`src/rtl/mac_operand_packer.sv`:
```
// Packs pairs of operand words into {second, first} messages for a MAC, through a 2-entry output queue.
// Optional odd-length vector padding is compiled in with the MAC_PACKER_PAD_EN macro.
module mac_operand_packer #(
  parameter int p_width = 8
) (
  input  logic                 clk,
  input  logic                 reset,
  input  logic                 in_val,
  output logic                 in_rdy,
  input  logic [p_width-1:0]   in_msg,
  input  logic                 in_last,
  output logic                 req_val,
  input  logic                 req_rdy,
  output logic [2*p_width-1:0] req_msg,
  output logic                 half_full,
  output logic                 fsm_state
);

  // Handshakes: a word moves on in_val && in_rdy, a pair on req_val && req_rdy,
  // both at the rising edge; in_rdy never looks at req_rdy, so there is no bypass path.
  typedef enum logic {FIRST = 1'b0, SECOND = 1'b1} state_t;

  state_t               state, state_nxt;
  logic [p_width-1:0]   hold;
  logic [2*p_width-1:0] mem [2];
  logic                 head, tail;
  logic [1:0]           count;
  logic                 enq, deq, load_hold;
  logic [2*p_width-1:0] enq_data;

`ifndef MAC_PACKER_PAD_EN
  logic unused_in_last;
  assign unused_in_last = in_last;
`endif

  always_comb begin
    state_nxt = state;
    in_rdy    = 1'b1;
    enq       = 1'b0;
    load_hold = 1'b0;
    enq_data  = {in_msg, hold};
    case (state)
      FIRST: begin
`ifdef MAC_PACKER_PAD_EN
        // A lone last word goes straight to the queue, so FIRST needs queue space.
        in_rdy = (count != 2'd2);
        if (in_val && in_rdy) begin
          if (in_last) begin
            enq      = 1'b1;
            enq_data = {{p_width{1'b0}}, in_msg};
          end else begin
            load_hold = 1'b1;
            state_nxt = SECOND;
          end
        end
`else
        if (in_val) begin
          load_hold = 1'b1;
          state_nxt = SECOND;
        end
`endif
      end
      SECOND: begin
        in_rdy = (count != 2'd2);
        if (in_val && in_rdy) begin
          enq       = 1'b1;
          state_nxt = FIRST;
        end
      end
      default: state_nxt = FIRST;
    endcase
  end

  assign req_val   = (count != 2'd0);
  assign req_msg   = mem[head];
  assign deq       = req_val && req_rdy;
  assign half_full = (state == SECOND);
  assign fsm_state = state;

  always_ff @(posedge clk or negedge reset) begin
    if (!reset) begin
      state <= FIRST;
      hold  <= '0;
      head  <= 1'b0;
      tail  <= 1'b0;
      count <= 2'd0;
      mem[0] <= '0;
      mem[1] <= '0;
    end else begin
      state <= state_nxt;
      if (load_hold) hold <= in_msg;
      if (enq) begin
        mem[tail] <= enq_data;
        tail      <= ~tail;
      end
      if (deq) head <= ~head;
      count <= count + {1'b0, enq} - {1'b0, deq};
    end
  end

endmodule

```
`config.mk`:
```
export PLATFORM = sky130hd
export DESIGN_NAME = mac_operand_packer
export DESIGN_NICKNAME = d
export VERILOG_FILES = /design/src/rtl/mac_operand_packer.sv
export SDC_FILE = /design/constraint.sdc
export NUM_CORES = 1
export LEC_CHECK = 0
export BUFFER_PORTS_ARGS = -buffer_cell sky130_fd_sc_hd__buf_2
export CORE_ASPECT_RATIO = 0.7
export CORE_MARGIN = 5
export CORE_UTILIZATION = 45
export DETAILED_ROUTE_END_ITERATION = 16
export GPL_ROUTABILITY_DRIVEN = 0
export PLACE_DENSITY = 0.68
export SYNTH_ARGS = -nofsm -noshare
export SYNTH_HDL_FRONTEND = slang
export SYNTH_SLANG_ARGS = --single-unit
export TNS_END_PERCENT = 5
```
`constraint.sdc`:
```
create_clock -name clk -period 1.5 [get_ports clk]
set_clock_uncertainty 0.05 [all_clocks]
set_input_delay 0.225 -clock clk [delete_from_list [all_inputs] [get_ports clk]]
set_output_delay 0.225 -clock clk [all_outputs]
set_load 0.01 [all_outputs]
```
==> out/results.txt <==
result of the run: finished with violations
failing checks: negative setup slack
vias in the first global route: 1,315
post-route setup TNS: -1.38 ns
DR iter-0 viols: 41
detail-routed via count per cell: 5.09
internal power consumption: 4.46 mW
count of yosys warnings during synthesis: 0
number of buffers and inverters on the critical path: 2
CP startpoint kind: register
highest achievable clock rate: 625 MHz
H-tree depth reported by CTS: 2
list of cells traversed by the critical path: buf_12 > mux2_4 > buf_6
initial antenna violation count: 0
worst setup path category: register to output pin
Max transition margin: 69.9%
final worst setup slack: -0.100 ns
top-level port count: 33
drc violations: 0
clk slew on worst S/H paths: 0.08 ns
total grt overflow: 0
Final Instance Area: 2580 µm²
required arrival time at the worst endpoint: 1.22 ns
Post-Syn Area: 2030 µm²
count of clock tree sinks: 45
starting utilization of the core area: 46.7%
leakage power figure: 1.19 nW
average routed wire per standard cell: 17.1 µm
power density over the cells: 2490 nW/µm²
unrepaired setup endpoints after global routing: yes
die area: 5990 µm²
Worst Path Arrival: 1.33 ns
Hold Violations, Final: 0
post-route clock period utilization: 107%
number of CTS-inserted buffers: 5
number of nets still failing antenna checks after routing: 0
cell family with the largest share of critical-path delay: flip-flops
part of the power in the clock network: 14.4%
Hold Path Class: input pin to register
Critical Path End Type: output pin
post-synthesis instance total: 132
Mean Syn Cell Area: 15.4 µm²
row count: 20
maximum count of clock buffers along a single path: 2
final number of max-transition violations: 0
Post-Synthesis Net Count: 146
highest-delay cell along the critical path: sky130_fd_sc_hd__dfrtp_1
first-pass GRT wire length: 6.76 mm
Final Routed Wirelength: 3.91 mm
area of the core: 4350 µm²
synthesis-to-layout area growth: 26.8%
insertion delay to the later sink of the worst-skew pair: 0.29 ns
global-route usage over all layers: 14.7%
Ant. Diodes: 0
share of layout cells above drive strength 1: 63.6%
final HPWL from detailed placement: 2.59 mm
layout net count: 186
iteration count of the initial detailed-routing pass: 4
longest individual stage delay on the worst path: 0.41 ns
die extent in y: 66.3 µm
PortBufs: 31
switching fraction of total power: 30.5%
final count of negative-setup-slack endpoints: 16
IR Drop Worst-Case VDD: 0.00115 V
sequential cell area fraction in the yosys report: 55.4%
width of the die: 90.4 µm
area post-placement: 2300 µm²
largest net degree at the start of global routing: 28
Synth Register Bits: 45
Distinct cells, synth: 25
root cell of the clock tree: sky130_fd_sc_hd__clkbuf_8
final core occ: 59.2%
post-placement worst setup slack: 0.00739 ns
slew of the pin with the lowest slew margin: 0.452 ns
max-capacitance violation count: 0
via count: 1,160
power spent charging and discharging nets: 1.96 mW
Crit Path Max Fanout: 11
power share of the combinational group: 50.6%
CTS tree: built
portion of total power attributed to sequential cells: 35.0%
postcts setup bufs: 0
Min Clock Period, post-route: 1.60 ns
Min Hold Slack: 0.143 ns
[layout make-up]
cell class | count | area (µm²)
clock inverter | 1 | 30.0
multi-input combinational | 81 | 897
fill | 358 | 1780
tap | 55 | 68.8
clock buffer | 7 | 86.3
timing repair buffer | 39 | 369
sequential | 45 | 1130
[kinds of logic after synthesis]
logic type | Yosys count | share of synthesized area (%)
multiplexers | 56 | 32.8
flip-flops | 45 | 55.4
AND/OR/NAND/NOR | 17 | 5.97
buffers and inverters | 6 | 2.58
AO/OA/AOI/OAI | 4 | 1.35
XOR/XNOR | 3 | 1.29
adder cells (fa/ha/maj) | 1 | 0.615
[timing repair]
item                                    CTS  global route
gates resized for setup                  23             9
endpoints found under the setup margin   20            34
endpoints found under the hold margin    18             0
hold buffers                              1             0
pin swaps                                 1             0
[synthesized netlist by cell type]
library cell / instances / area share (%)
sky130_fd_sc_hd__o311ai_0: 1 / 0.43
sky130_fd_sc_hd__nand3b_4: 1 / 0.98
sky130_fd_sc_hd__and2b_2: 1 / 0.43
sky130_fd_sc_hd__mux2_4: 10 / 7.4
sky130_fd_sc_hd__buf_4: 1 / 0.37
sky130_fd_sc_hd__clkbuf_1: 1 / 0.18
sky130_fd_sc_hd__ha_1: 1 / 0.61
sky130_fd_sc_hd__mux2_2: 46 / 25
sky130_fd_sc_hd__and2_2: 1 / 0.37
sky130_fd_sc_hd__a21oi_1: 2 / 0.49
sky130_fd_sc_hd__nor3_4: 1 / 0.80
sky130_fd_sc_hd__buf_6: 1 / 0.55
sky130_fd_sc_hd__nand2_1: 5 / 0.92
sky130_fd_sc_hd__buf_2: 2 / 0.49
sky130_fd_sc_hd__or2_2: 1 / 0.31
sky130_fd_sc_hd__dfrtp_1: 45 / 55
sky130_fd_sc_hd__nor2b_4: 1 / 0.68
sky130_fd_sc_hd__xnor2_1: 1 / 0.43
sky130_fd_sc_hd__buf_12: 1 / 0.98
sky130_fd_sc_hd__nand4_1: 1 / 0.31
sky130_fd_sc_hd__nand2_2: 1 / 0.31
sky130_fd_sc_hd__nor2_1: 3 / 0.55
sky130_fd_sc_hd__nand2b_1: 1 / 0.31
sky130_fd_sc_hd__a21o_2: 1 / 0.43
sky130_fd_sc_hd__xor2_1: 2 / 0.86
[state kept, by name, indices dropped and copies added, names as in the netlist]
register,count
mem,32
hold,8
count,2
fsm_state,1
head,1
tail,1
[per-layer routing]
metal	track usage [%]	part of all wire (%)	up-vias
li1	-	-	542
met1	19.2	48	587
met2	23.1	47	24
met3	4.55	4.0	7
met4	5.20	1.6	0
met5	0	0	-
[metrics by stage]
step           power [mW]  instances
3_5_place_dp         4.85        219
3_3_place_gp         4.73        219
2_1_floorplan        3.99        132
4_1_cts              6.30        228
5_1_grt              6.83        228
6_report             6.42        228
[power groups by stage]
stage	logic, mW	registers [mW]	clock network, mW
final	3.25	2.25	0.925
after global placement	2.53	2.19	0
after global routing	3.46	2.35	1.02
after detailed placement	2.59	2.25	0
after CTS	3.09	2.25	0.964
after floorplan	1.84	2.15	0
[cells in the final DEF (no fill, tap or decap), types with 2 or more instances in the layout]
master / n
sky130_fd_sc_hd__mux2_4: 20
sky130_fd_sc_hd__xor2_1: 2
sky130_fd_sc_hd__mux2_2: 36
sky130_fd_sc_hd__buf_6: 19
sky130_fd_sc_hd__nor2_1: 3
sky130_fd_sc_hd__buf_12: 3
sky130_fd_sc_hd__clkbuf_8: 6
sky130_fd_sc_hd__buf_2: 14
sky130_fd_sc_hd__dfrtp_1: 44
sky130_fd_sc_hd__nand2_1: 5
sky130_fd_sc_hd__buf_4: 2
sky130_fd_sc_hd__a21oi_1: 2
[worst register-to-register path, stage by stage, from the launching register on]
cell	delay (ns)
sky130_fd_sc_hd__dfrtp_1	0.43
sky130_fd_sc_hd__nor2b_4	0.19
sky130_fd_sc_hd__nand3b_4	0.32
sky130_fd_sc_hd__mux2_2	0.38
[final timing paths]
path / slack (ns) / endpoint / depth (start not counted) / start
worst max-delay path: -0.10 / req_msg[11] / 3 / head
worst min-delay path: 0.14 / mem[30] / 2 / in_msg[6]
min in group asynchronous: 0.36 / mem[18] / 2 / reset
worst max register to register: 0.02 / mem[6] / 3 / count[0]
max in group asynchronous: 0.53 / fsm_state / 3 / reset
worst min register to register: 0.45 / mem[5] / 1 / mem[5]
Power figures use the tool's default switching activity.
